File: config.mk
export PLATFORM = sky130hd
export DESIGN_NAME = alu_result_sel_pipe
export DESIGN_NICKNAME = d
export VERILOG_FILES = /design/src/rtl/alu_result_sel_pipe.sv
export SDC_FILE = /design/constraint.sdc
export NUM_CORES = 1
export LEC_CHECK = 0
export ABC_AREA = 1
export CORE_MARGIN = 5
export CORE_UTILIZATION = 41
export DETAILED_ROUTE_END_ITERATION = 10
export GPL_TIMING_DRIVEN = 0
export PLACE_DENSITY = 0.93
export SLEW_MARGIN = 0
export SYNTH_ARGS = -nofsm -noshare
export SYNTH_HDL_FRONTEND = slang
export SYNTH_SLANG_ARGS = --single-unit
File: constraint.sdc
create_clock -name clk -period 2.1 [get_ports clk]
set_clock_uncertainty 0.15 [all_clocks]
set_input_delay 0.21 -clock clk [delete_from_list [all_inputs] [get_ports clk]]
set_output_delay 0.21 -clock clk [all_outputs]
set_load 0.1 [all_outputs]
File: src/rtl/alu_result_sel_pipe.sv
// ============================================================================
// Module      : alu_result_sel_pipe
// Description : Registered NUM_IN:1 result selector with a valid/ready
//               handshake and a 2-entry skid buffer. Out-of-range selects
//               yield zero data with the err bit set. in_ready is decoded
//               from the state register only.
//               Optional macro ALU_RESULT_FLAGS_EN adds registered
//               out_zero / out_neg flags for the selected word.
// Revision    : 1.0 - initial release
// ============================================================================
`default_nettype none

module alu_result_sel_pipe #(
  parameter int WIDTH  = 32,
  parameter int NUM_IN = 8,
  parameter int SEL_W  = 3
) (
  input  logic                    clk,
  input  logic                    rst_n,
  input  logic [NUM_IN*WIDTH-1:0] in_data,
  input  logic [SEL_W-1:0]        in_sel,
  input  logic                    in_valid,
  output logic                    in_ready,
  output logic [WIDTH-1:0]        out_data,
  output logic [SEL_W-1:0]        out_sel,
  output logic                    out_err,
  output logic                    out_valid,
`ifdef ALU_RESULT_FLAGS_EN
  output logic                    out_zero,
  output logic                    out_neg,
`endif
  input  logic                    out_ready
);

  // One captured transfer: selected word, its select and the range flag.
  typedef struct packed {
    logic [WIDTH-1:0] data;
    logic [SEL_W-1:0] sel;
    logic             err;
`ifdef ALU_RESULT_FLAGS_EN
    logic             zero;
    logic             neg;
`endif
  } payload_t;

  typedef enum logic [1:0] {
    S_EMPTY = 2'd0,
    S_ONE   = 2'd1,
    S_FULL  = 2'd2
  } state_e;

  state_e   state_q;
  payload_t main_q;
  payload_t skid_q;
  payload_t sel_pay;
  logic     in_fire;
  logic     out_fire;

  // Handshake decode depends on the state register only (no ready feed-through).
  assign in_ready  = (state_q != S_FULL);
  assign out_valid = (state_q != S_EMPTY);
  assign in_fire   = in_valid & in_ready;
  assign out_fire  = out_valid & out_ready;

  assign out_data = main_q.data;
  assign out_sel  = main_q.sel;
  assign out_err  = main_q.err;
`ifdef ALU_RESULT_FLAGS_EN
  assign out_zero = main_q.zero;
  assign out_neg  = main_q.neg;
`endif

  // Select the addressed word; no match means the select is >= NUM_IN,
  // which leaves the data at zero and raises err. Works for non-power-of-two NUM_IN.
  always_comb begin
    sel_pay     = '0;
    sel_pay.sel = in_sel;
    sel_pay.err = 1'b1;
    for (int k = 0; k < NUM_IN; k++) begin
      if (in_sel == SEL_W'(k)) begin
        sel_pay.data = in_data[k*WIDTH +: WIDTH];
        sel_pay.err  = 1'b0;
      end
    end
`ifdef ALU_RESULT_FLAGS_EN
    sel_pay.zero = (sel_pay.data == '0);
    sel_pay.neg  = sel_pay.data[WIDTH-1];
`endif
  end

  // Skid-buffer FSM: main register feeds the outputs, skid absorbs one extra word.
  always_ff @(posedge clk or negedge rst_n) begin
    if (!rst_n) begin
      state_q <= S_EMPTY;
      main_q  <= '0;
      skid_q  <= '0;
    end else begin
      case (state_q)
        S_EMPTY: begin
          if (in_fire) begin
            main_q  <= sel_pay;
            state_q <= S_ONE;
          end
        end
        S_ONE: begin
          if (in_fire && out_fire) begin
            main_q <= sel_pay;
          end else if (in_fire) begin
            skid_q  <= sel_pay;
            state_q <= S_FULL;
          end else if (out_fire) begin
            state_q <= S_EMPTY;
          end
        end
        S_FULL: begin
          if (out_fire) begin
            main_q  <= skid_q;
            state_q <= S_ONE;
          end
        end
        default: state_q <= S_EMPTY;
      endcase
    end
  end

endmodule

`default_nettype wire

==> impl.org, run 1 <==
** GRT
- First-pass GRT wire length :: 40.1 mm
- Vias in the first global route :: 7583
- Leftover overflow at the end of global routing :: 0
- Antenna violations before repair :: 0
- Global routing usage summed across all routing layers :: 0.310
- Entering global routing, the biggest net connects 44 pins.

** Place
- Including well taps, the total number of placed cells is 1409.
- Detailed placement ended at an HPWL of 21.3 mm.
- Routability-driven placement finished with a final weighted congestion of 0.959.
- Placed Instance Area :: 9120 um2
- Buffers placed on the I/O ports in this run total 298.

** Floorplan
- # rows :: 43
- Horiz. Die Dim :: 130 um
- Starting density of the core :: 0.421
- Chip Height :: 130 um
- Die ar. :: 16900 um2
- Placeable core area :: 14000 um2
- In this run the count of I/O pins placed on the die edge is 301.

** Synthesis
- Cell area after technology mapping :: 5890 um2
- Net count after synthesis :: 1193
- The Yosys step of the flow raised 0 warnings.
- Synthesized netlist cell count :: 930
- Yosys mapped the design onto 27 distinct sky130hd cell types.
- After synthesis the netlist holds a flip-flop and latch count of 74.
- A synthesized cell averages 6.34 um2.
- Share of synthesized area occupied by flip-flops and latches :: 0.314

** Outcome
- Outcome :: finished, final reports clean

** Worst setup path
- Among all stages on the critical path, the largest delay is contributed by sky130_fd_sc_hd__dfrtp_1.
- Worst Setup SP :: state_q[1]$_DFFE_PN0P_
- Crit path buf inv count :: 4
- Crit-path max cell delay :: 0.40 ns
- At the worst endpoint, the arrival time is 1.65 ns.
- Maximum fanout along the worst path :: 10
- By startpoint and endpoint, the worst setup path is classified as flop to output port.
- Dominant delay contributor by cell family on the critical path :: buffers and inverters
- List of cells traversed by the critical path :: inv_1, nor2_4, inv_2, clkbuf_2, buf_6
- The worst register-to-register path begins at state_q[1]$_DFFE_PN0P_.
- The worst setup path is captured at an output port.
- Reg2reg setup slack :: 0.25 ns
- Data required time at the worst endpoint :: 1.74 ns
- The worst setup path is launched from a flop.

** Pwr
- VDD sags by at most 0.000573 V.
- The design draws 8.44 mW.
- Leakage :: 4.50 nW
- Power spread over the standard cell area amounts to 897 nW/um2.

** Timing
- Hold timing on the final database bottoms out at a slack of 0.176 ns.
- Final Slew Violations :: 0
- Timing would allow up to 497 MHz.
- Share of the cycle needed by the critical path after routing :: 0.957
- At the pin with the least slew margin, the transition time is 1.02 ns.
- The count of endpoints failing hold in the final timing report was 0.
- After layout, the minimum clock period comes to 2.01 ns.
- Setup violations remaining at the end of the flow were counted as 0.
- Setup repair after global routing left no endpoint under its margin.
- Worst rel slew slack :: 0.320

** Hold path
- In this run the most critical hold path is launched from in_sel[0].
- The tightest min-delay check is of the input port to flop type.

** Clock network
- Clock tree sinks :: 74
- The longest clock path from root to sink contains 2 buffers.
- The clock tree synthesis step divided the H-tree into 3 levels.
- Library cell used as clock root buffer :: sky130_fd_sc_hd__clkbuf_16
- After clock tree synthesis, the clock-pin slew on the worst setup and hold paths is 0.06 ns.
- CTS tree :: done
- Worst-Skew Late Latency :: 0.34 ns
- In this run, CTS created clock tree buffers numbering 9.

** Route
- First DRT Iteration DRCs :: 854
- The detailed router placed 7858 vias in this run.
- The routed design has 27.4 mm of wire.
- Once detail routing completed, the nets flagged for antenna violations numbered 0.
- Number of vias per cell after detailed routing :: 5.51
- The first detailed-routing pass ran for 6 iterations.
- Average routed wire per standard cell :: 19.2 um
- After detailed routing, the number of remaining DRC violations is 0.

** Cells and area
- Area added between synthesis and finish :: 59.5%
- Final Cell Area :: 9400 um2
- Leaving out filler cells and counting taps, the final layout contains 1426.
- For this run, the post-layout net count is 1504.
- In the final layout, the share of cells above drive strength 1 is 0.0859.
- Final antenna diode count :: 0

** Run
- Count of maximum capacitance violations :: 0
[registers in the layout (all words and copies together), names as in the netlist]
| register | cells |
|---|---|
| state_q | 2 |
| skid_q | 36 |
| out_err | 1 |
| out_sel | 3 |
| out_data | 32 |
[through the flow]
| step | util | setup TNS [ns] | setup slack (ns) |
|---|---|---|---|
| 6_report | 0.672 | 0 | 0.0897 |
| 5_1_grt | 0.672 | 0 | 0.0173 |
| 4_1_cts | 0.672 | 0 | 0.00822 |
| 3_5_place_dp | 0.652 | -2.25 | -0.447 |
| 3_3_place_gp | 0.651 | -141.41 | -1.90 |
| 2_1_floorplan | - | 0 | 0.249 |
[metal layers]
metal  track usage  routed length (um)  up-vias
met5             0                   0        -
met4         0.127                1170        0
met3        0.0589                2800       76
met2         0.507               12500      522
met1         0.404               10900     3560
li1              -                   -     3700
[kinds of logic after synthesis]
kind of cell | after synthesis | synth area share
DFF | 74 | 0.314
buffers and inverters | 149 | 0.120
and+or+nand+nor | 666 | 0.523
AOI/OAI and AO/OA | 41 | 0.0433
[layout by cell type, fill, tap and decap left out, types with 23 or more instances in the layout]
master,Yosys,final
sky130_fd_sc_hd__or2_1,23,23
sky130_fd_sc_hd__inv_1,70,70
sky130_fd_sc_hd__dfrtp_1,74,74
sky130_fd_sc_hd__nand4_1,129,129
sky130_fd_sc_hd__buf_2,42,42
sky130_fd_sc_hd__nor2_1,164,164
sky130_fd_sc_hd__nand3_1,64,64
sky130_fd_sc_hd__nand2_1,258,258
sky130_fd_sc_hd__a31oi_1,35,35
sky130_fd_sc_hd__dlygate4sd2_1,0,36
sky130_fd_sc_hd__clkdlybuf4s50_1,0,259
[cells in the mapped netlist]
library cell               instances  area [um2]
sky130_fd_sc_hd__inv_6             1        8.76
sky130_fd_sc_hd__buf_4             9        67.6
sky130_fd_sc_hd__a31oi_1          35         219
sky130_fd_sc_hd__inv_4             1        6.26
sky130_fd_sc_hd__buf_6             7        78.8
sky130_fd_sc_hd__or2_0             5        31.3
sky130_fd_sc_hd__nor3_4            2        32.5
sky130_fd_sc_hd__nand2_1         258         968
sky130_fd_sc_hd__buf_2            42         210
sky130_fd_sc_hd__or2_2             5        31.3
sky130_fd_sc_hd__inv_1            70         263
sky130_fd_sc_hd__nand3_4           2        35.0
sky130_fd_sc_hd__dfrtp_1          74        1850
sky130_fd_sc_hd__o31ai_1           1        7.51
sky130_fd_sc_hd__nor2_2            2        12.5
sky130_fd_sc_hd__o21ai_2           1        8.76
sky130_fd_sc_hd__nand4_1         129         807
sky130_fd_sc_hd__nand2_2          10        62.6
sky130_fd_sc_hd__nor2_4            1        11.3
sky130_fd_sc_hd__nand3_2           1        10.0
sky130_fd_sc_hd__o21ai_0           4        20.0
sky130_fd_sc_hd__nor2_1          164         616
sky130_fd_sc_hd__or2_1            23         144
sky130_fd_sc_hd__clkbuf_1         14        52.6
sky130_fd_sc_hd__buf_1             3        11.3
sky130_fd_sc_hd__nand3_1          64         320
sky130_fd_sc_hd__inv_2             2        7.51
[worst min-delay path: stages]
cell and delay, ns:
sky130_fd_sc_hd__buf_4 0.18, sky130_fd_sc_hd__inv_4 0.12, sky130_fd_sc_hd__o21ai_0 0.09
[path summary, 6_finish.rpt]
path,endpoint,cells after the start
worst min-delay path,skid_q[1]$_DFFE_PN0P_,3
worst min register to register,out_data[27]$_DFFE_PN0P_,2
min in group asynchronous,out_data[31]$_DFFE_PN0P_,2
max in group asynchronous,out_data[11]$_DFFE_PN0P_,3
worst max-delay path,in_ready,5
worst max register to register,out_data[31]$_DFFE_PN0P_,7
[repair_timing]
action | in CTS | in global routing
pin swaps | 0 | 0
hold endpoints to repair | 31 | 0
setup buffers | 0 | 0
setup endpoints to repair | 38 | 1
resized for setup | 45 | 2
hold buffers | 1 | 0
[power by group]
| group | leakage, nW | switching [mW] | internal, mW |
|---|---|---|---|
| registers | 0.880 | 0.355 | 2.00 |
| logic | 3.48 | 3.23 | 1.22 |
| clock network | 0.146 | 0.685 | 0.944 |
| total | 4.50 | 4.27 | 4.16 |
[area by class of cell]
type                            instances  area, um2
Fill cell                            1271       4580
Multi-Input combinational cell        707       3340
Timing Repair Buffer                  300       2970
Sequential cell                        74       1850
Buffer                                 75        422
Inverter                               74        285
Clock buffer                            9        225
Tap cell                              180        225
Clock inverter                          7       85.1
(Power assumes the default switching activity.)
==> run 2: changes to the inputs <==
--- a/config.mk
+++ b/config.mk
@@ -11,7 +11,7 @@
 export DETAILED_ROUTE_END_ITERATION = 10
 export GPL_TIMING_DRIVEN = 0
 export PLACE_DENSITY = 0.93
-export SLEW_MARGIN = 0
+export SLEW_MARGIN = 10
 export SYNTH_ARGS = -nofsm -noshare
 export SYNTH_HDL_FRONTEND = slang
 export SYNTH_SLANG_ARGS = --single-unit
==> results of run 2 <==
Final layout, timing and power as in run 1 (identical DEF).
